**src/rtl/wb_pkg.sv**
```systemverilog
// Shared widths and helpers for the write-back stage and its pending-write scoreboard.
package wb_pkg;

  localparam int DATA_W   = 16;
  localparam int REG_AW   = 3;
  localparam int NUM_REGS = 1 << REG_AW;
  localparam int PEND_W   = 2;
  localparam int CNT_W    = 16;

  // Register 0 reads as zero, so it never holds a pending write.
  localparam int R0_IDX = 0;

  localparam logic [PEND_W-1:0] PEND_MAX = '1;

  typedef struct packed {
    logic              en;
    logic [REG_AW-1:0] addr;
    logic [DATA_W-1:0] data;
  } wb_req_t;

  function automatic logic writes_reg(input logic              valid,
                                      input logic              wr,
                                      input logic [REG_AW-1:0] dest);
    return valid & wr & (dest != REG_AW'(R0_IDX));
  endfunction

endpackage

```
**src/rtl/wb_scoreboard.sv**
```systemverilog
// Per-register saturating pending-write counters; busy_mask_o is decoded from
// the counter registers only, so decode sees no combinational path from inputs.
module wb_scoreboard
  import wb_pkg::*;
(
  input  logic                clk,
  input  logic                rst,
  input  logic                issue_valid_i,
  input  logic [REG_AW-1:0]   issue_dest_i,
  input  logic                retire_valid_i,
  input  logic [REG_AW-1:0]   retire_addr_i,
  input  logic                flush_i,
  output logic [NUM_REGS-1:0] busy_mask_o,
  output logic                overflow_o
);

  logic [NUM_REGS-1:0] sat_hit;
  logic                overflow_q;
  logic                overflow_d;

  for (genvar gi = 0; gi < NUM_REGS; gi++) begin : g_reg
    if (gi == R0_IDX) begin : g_zero
      assign busy_mask_o[gi] = 1'b0;
      assign sat_hit[gi]     = 1'b0;
    end else begin : g_cnt
      logic [PEND_W-1:0] pend_q;
      logic [PEND_W-1:0] pend_d;
      logic              inc;
      logic              dec;

      assign inc = issue_valid_i  && (issue_dest_i  == REG_AW'(gi));
      assign dec = retire_valid_i && (retire_addr_i == REG_AW'(gi));

      // Issue and retire to the same register in one cycle cancel out.
      always_comb begin
        pend_d = pend_q;
        if (flush_i) begin
          pend_d = '0;
        end else if (inc && !dec) begin
          if (pend_q != PEND_MAX) pend_d = pend_q + 1'b1;
        end else if (dec && !inc) begin
          if (pend_q != '0) pend_d = pend_q - 1'b1;
        end
      end

      assign sat_hit[gi] = !flush_i && inc && !dec && (pend_q == PEND_MAX);

      always_ff @(posedge clk or negedge rst) begin
        if (!rst) pend_q <= '0;
        else      pend_q <= pend_d;
      end

      assign busy_mask_o[gi] = |pend_q;
    end
  end

  assign overflow_d = overflow_q | (|sat_hit);

  always_ff @(posedge clk or negedge rst) begin
    if (!rst) overflow_q <= 1'b0;
    else      overflow_q <= overflow_d;
  end

  assign overflow_o = overflow_q;

endmodule

```
**src/rtl/wb_stage.sv**
```systemverilog
// Write-back stage: registers the MEM result onto the register-file write port,
// counts committed writes and tracks in-flight writes for decode hazard checks.
module wb_stage
  import wb_pkg::*;
(
  input  logic                clk,
  input  logic                rst,
  input  logic                mem_valid,
  input  logic                mem_wr,
  input  logic                mem_is_load,
  input  logic [REG_AW-1:0]   mem_dest,
  input  logic [DATA_W-1:0]   mem_alu_result,
  input  logic [DATA_W-1:0]   mem_load_data,
  input  logic                issue_valid,
  input  logic                issue_wr,
  input  logic [REG_AW-1:0]   issue_dest,
  input  logic                flush,
  output logic                wb_wr_en,
  output logic [REG_AW-1:0]   wb_addr,
  output logic [DATA_W-1:0]   wb_data,
  output logic [NUM_REGS-1:0] busy_mask,
  output logic [CNT_W-1:0]    retire_cnt,
  output logic                sb_overflow
);

  wb_req_t          wb_q;
  wb_req_t          wb_d;
  logic [CNT_W-1:0] retire_cnt_q;
  logic [CNT_W-1:0] retire_cnt_d;
  logic             mem_commit;
  logic             issue_commit;

  assign mem_commit   = writes_reg(mem_valid, mem_wr, mem_dest) && !flush;
  assign issue_commit = writes_reg(issue_valid, issue_wr, issue_dest);

  // Address and data hold when idle; the counter includes the write now on the port.
  always_comb begin
    wb_d         = wb_q;
    wb_d.en      = mem_commit;
    retire_cnt_d = retire_cnt_q;
    if (mem_commit) begin
      wb_d.addr    = mem_dest;
      wb_d.data    = mem_is_load ? mem_load_data : mem_alu_result;
      retire_cnt_d = retire_cnt_q + 1'b1;
    end
  end

  always_ff @(posedge clk or negedge rst) begin
    if (!rst) begin
      wb_q         <= '0;
      retire_cnt_q <= '0;
    end else begin
      wb_q         <= wb_d;
      retire_cnt_q <= retire_cnt_d;
    end
  end

  wb_scoreboard u_scoreboard (
    .clk            (clk),
    .rst            (rst),
    .issue_valid_i  (issue_commit),
    .issue_dest_i   (issue_dest),
    .retire_valid_i (wb_q.en),
    .retire_addr_i  (wb_q.addr),
    .flush_i        (flush),
    .busy_mask_o    (busy_mask),
    .overflow_o     (sb_overflow)
  );

  assign wb_wr_en   = wb_q.en;
  assign wb_addr    = wb_q.addr;
  assign wb_data    = wb_q.data;
  assign retire_cnt = retire_cnt_q;

endmodule

```
**config.mk**
```make
export PLATFORM = sky130hd
export DESIGN_NAME = wb_stage
export DESIGN_NICKNAME = d
export VERILOG_FILES = /design/src/rtl/wb_pkg.sv /design/src/rtl/wb_scoreboard.sv /design/src/rtl/wb_stage.sv
export SDC_FILE = /design/constraint.sdc
export NUM_CORES = 1
export LEC_CHECK = 0
export ABC_AREA = 1
export CELL_PAD_IN_SITES_DETAIL_PLACEMENT = 0
export CELL_PAD_IN_SITES_GLOBAL_PLACEMENT = 1
export CORE_MARGIN = 1.5
export CORE_UTILIZATION = 36
export CTS_CLUSTER_DIAMETER = 40
export DETAILED_ROUTE_END_ITERATION = 16
export GPL_TIMING_DRIVEN = 0
export PLACE_DENSITY_LB_ADDON = 0.1
export SLEW_MARGIN = 20
export SYNTH_ARGS = -nofsm -noshare
export SYNTH_HDL_FRONTEND = slang
export SYNTH_SLANG_ARGS = --single-unit
export TNS_END_PERCENT = 10
```
**constraint.sdc**
```tcl
create_clock -name clk -period 2 [get_ports clk]
set_input_delay 0.2 -clock clk [delete_from_list [all_inputs] [get_ports clk]]
set_output_delay 0.2 -clock clk [all_outputs]
set_load 0.05 [all_outputs]
```
==> results.md <==
- Status: finished clean
- Rows: 33
- Synthesized net count: ~520
- Post-synthesis cell type count: 31
- Die height: 96.25 µm
- Postcts setup bufs: 0
- First-pass GRT wire length: approximately 14000 µm
- Clock-pin slew on the worst setup and hold paths: 110 ps
- Via density: 4.654
- CTS Buf Count: 5
- Combinational Power Share: between 40% and 50%
- Layout Skew: between 15 and 20 ps
- Chip width: slightly below 100 µm
- Post-Route WL: 8127 µm
- Synth Instances: 470
- Fillers: between 800 and 900
- NetSw: around 1600 µW
- Dominant cell type by area after synthesis: dfrtp_1
- Unrepaired setup endpoints after global routing: false
- N_diodes: 0
- Num Clock Sinks: 51
- Crit path max fanout: 4
- Synth Cell Area: between 0.003 and 0.004 mm²
- 1st-iter DRT viols: around 100
- Share of cells above drive strength 1: under 10%
- Post-synth top area share: a little over 40%
- Root Driver: clkbuf_8
- Largest net degree at the start of global routing: 52
- Number of routed nets with antenna violations: 0
- Final nets: 614
- Pwr/cell area: about 900 mW/mm²
- Synth Register Bits: roughly 50
- Io pins: just over 90
- Async set or reset register ratio after synthesis: 100.0%
- Yosys warns: 0
- Starting Density: a little under two fifths
- Worst hold-check path type: input pin to asynchronous set/reset pin
- Count of buffers from port buffering: 89
- 1st-pass router iterations: 4
- Sequential element share of the synthesized area: between 40% and 50%
- Crit Path Category: flip-flop to output port
- Fmax: roughly 530 MHz
- Clk_lat worst skew: between 300 and 400 ps
- GRT Overall Usage: about a fifth
- Tcrit/Tclk final: around 94%
- Util after Layout: between 50% and 60%
- WL per Instance: ~12 µm
- Post-route setup TNS: 0 ps
- Clock power share: around a fifth
- Slew HR: a little under three fifths
- Average cell area after synthesis: 6.661 µm²
- HPWL Detailed: between 6000 and 7000 µm
- Post-synth EDFFs: 0
- H-tree levels: 2
- Area grow syn2layout: 36.73%
- Leakage power: about 0.0021 µW
- Core Region: between 0.008 and 0.009 mm²
- Net Sw Frac: 43.07%
- Final hold violations: 0
- Ys flop type: dfrtp_1
- Worst Path Required: ~1800 ps
- Final setup fails: 0
- Clock buffer depth: 2
- Residual overflow from global routing: 0
- Vias: 3132
- Worst Path Arrival: between 1500 and 2000 ps
- Critical Path Start Type: flip-flop
- VDD IR max: 0.7574 mV
- DRC Markers: 0
- Critical path endpoint category: output port
- Sequential share of power: ~37%
- RePlAce Congestion: 0.8399
- Ranking of synthesized cells by area: dfrtp_1, nand2_1, inv_1
- Max-Cap Viols: 0
- Minimum clock period: around 1900 ps
- Die area: 0.009264 mm²
- Power Internal: roughly 2100 µW
- Final Slew Violations: 0
- Worst slew pin tran: between 600 and 700 ps
- Vias in the first global route: 3058
- Initial antenna violation count: 0
- CTS tree: yes
## power groups by stage
stage               combinational (µW)  clock (µW)  sequential (µW)
detailed placement                1630           0             1410
CTS                               1630         786             1400
global route                      1740         817             1430
global placement                  1620           0             1410
floorplan                          547           0             1890
finish                            1620         753             1390
## routing by layer
layer | global-route usage, % | up-vias | routed length (µm)
met5 | 0 | - | 0
met4 | 3.676 | 0 | 45
met3 | 4.186 | 4 | 368
met2 | 34.21 | 60 | 3953
met1 | 22.85 | 1399 | 3760
li1 | - | 1669 | -
## registers in the layout, summed over array words and instances, names as in the netlist
register	count
retire_cnt	16
wb_data	16
u_scoreboard.g.g_cnt.pend_q	14
wb_addr	3
u_scoreboard.overflow_o	1
wb_wr_en	1
## layout make-up
class                      instances  area [µm²]  area share, %
buffer                            13       65.06          1.520
clock buffer                       5       68.82          1.608
clock inverter                     3       46.29          1.082
inverter                          60       225.2          5.262
multi-input combinational        346        1564          36.54
sequential                        51        1276          29.82
tap                              105       131.4          3.069
timing repair buffer              90       903.4          21.10
## synthesized netlist by cell type (all sizes together), types with 2 or more instances
cell and instances:
a21oi 2, buf 4, clkbuf 9, dfrtp 51, inv 59, nand2 165
nand3 34, nand4 13, nor2 60, nor3 14, o21ai 43, or2 2
xor2 6
## cells by family after synthesis
logic type	count (synthesis)	synth area share (%)
buffers and inverters	73	9.272
other	1	0.1198
AO/OA/AOI/OAI	46	7.394
XOR/XNOR	7	1.958
AND/OR/NAND/NOR	291	40.09
adder cells (fa/ha/maj)	1	0.3996
flip-flops	51	40.77
## metrics by stage
stage / std cells / setup WS (ps) / area (µm²) / hold slack, ps / power, µW
global route: 673 / 28.99 / 4280 / 498.0 / 3990
global placement: 664 / -966.7 / 4153 / 467.8 / 3027
floorplan: 470 / 219.8 / 3131 / -95.59 / 2434
finish: 673 / 127.8 / 4280 / 446.0 / 3764
CTS: 673 / 10.34 / 4275 / 456.6 / 3816
detailed placement: 664 / 172.4 / 4150 / 283.8 / 3038
## path summary, 6_finish.rpt
path                                                            start                               endpoint  slack [ps]  depth (start not counted)
worst min register to register                             wb_data[3]                             wb_data[3]         500                          2
worst max-delay path            u_scoreboard.g_reg[3].g_cnt.pend_q[0]                           busy_mask[3]         130                          3
min in group clk                                          mem_dest[0]                             wb_addr[0]         470                          3
worst min-delay path                                              rst  u_scoreboard.g_reg[1].g_cnt.pend_q[1]         450                          2
worst max register to register                          retire_cnt[1]                          retire_cnt[8]         430                          6
max in group asynchronous                                         rst  u_scoreboard.g_reg[6].g_cnt.pend_q[1]        1090                          2
## timing repair
action / 4_1_cts / 5_1_grt
hold buffers: 1 / 0
resized for setup: 0 / 2
hold endpoints to repair: 51 / 0
endpoints found under the setup margin: 0 / 2
## worst max-delay path, cell delays in order, from the launching register on
cell	delay (ps)
dfrtp_1	390
nor2_1	80
inv_1	100
clkdlybuf4s50_1	810
## cell usage in the layout, fill, tap and decap left out, types with 6 or more instances in the layout
cell type	Yosys	routed
inv_1	58	58
xor2_1	6	6
clkdlybuf4s50_1	0	86
nor2_1	55	55
o21ai_0	38	38
clkbuf_1	9	9
nand4_1	13	13
dfrtp_1	51	51
nor3_1	12	12
nand3_1	33	33
nand2_1	163	163
Note: power is estimated with default switching activity, not from simulation.
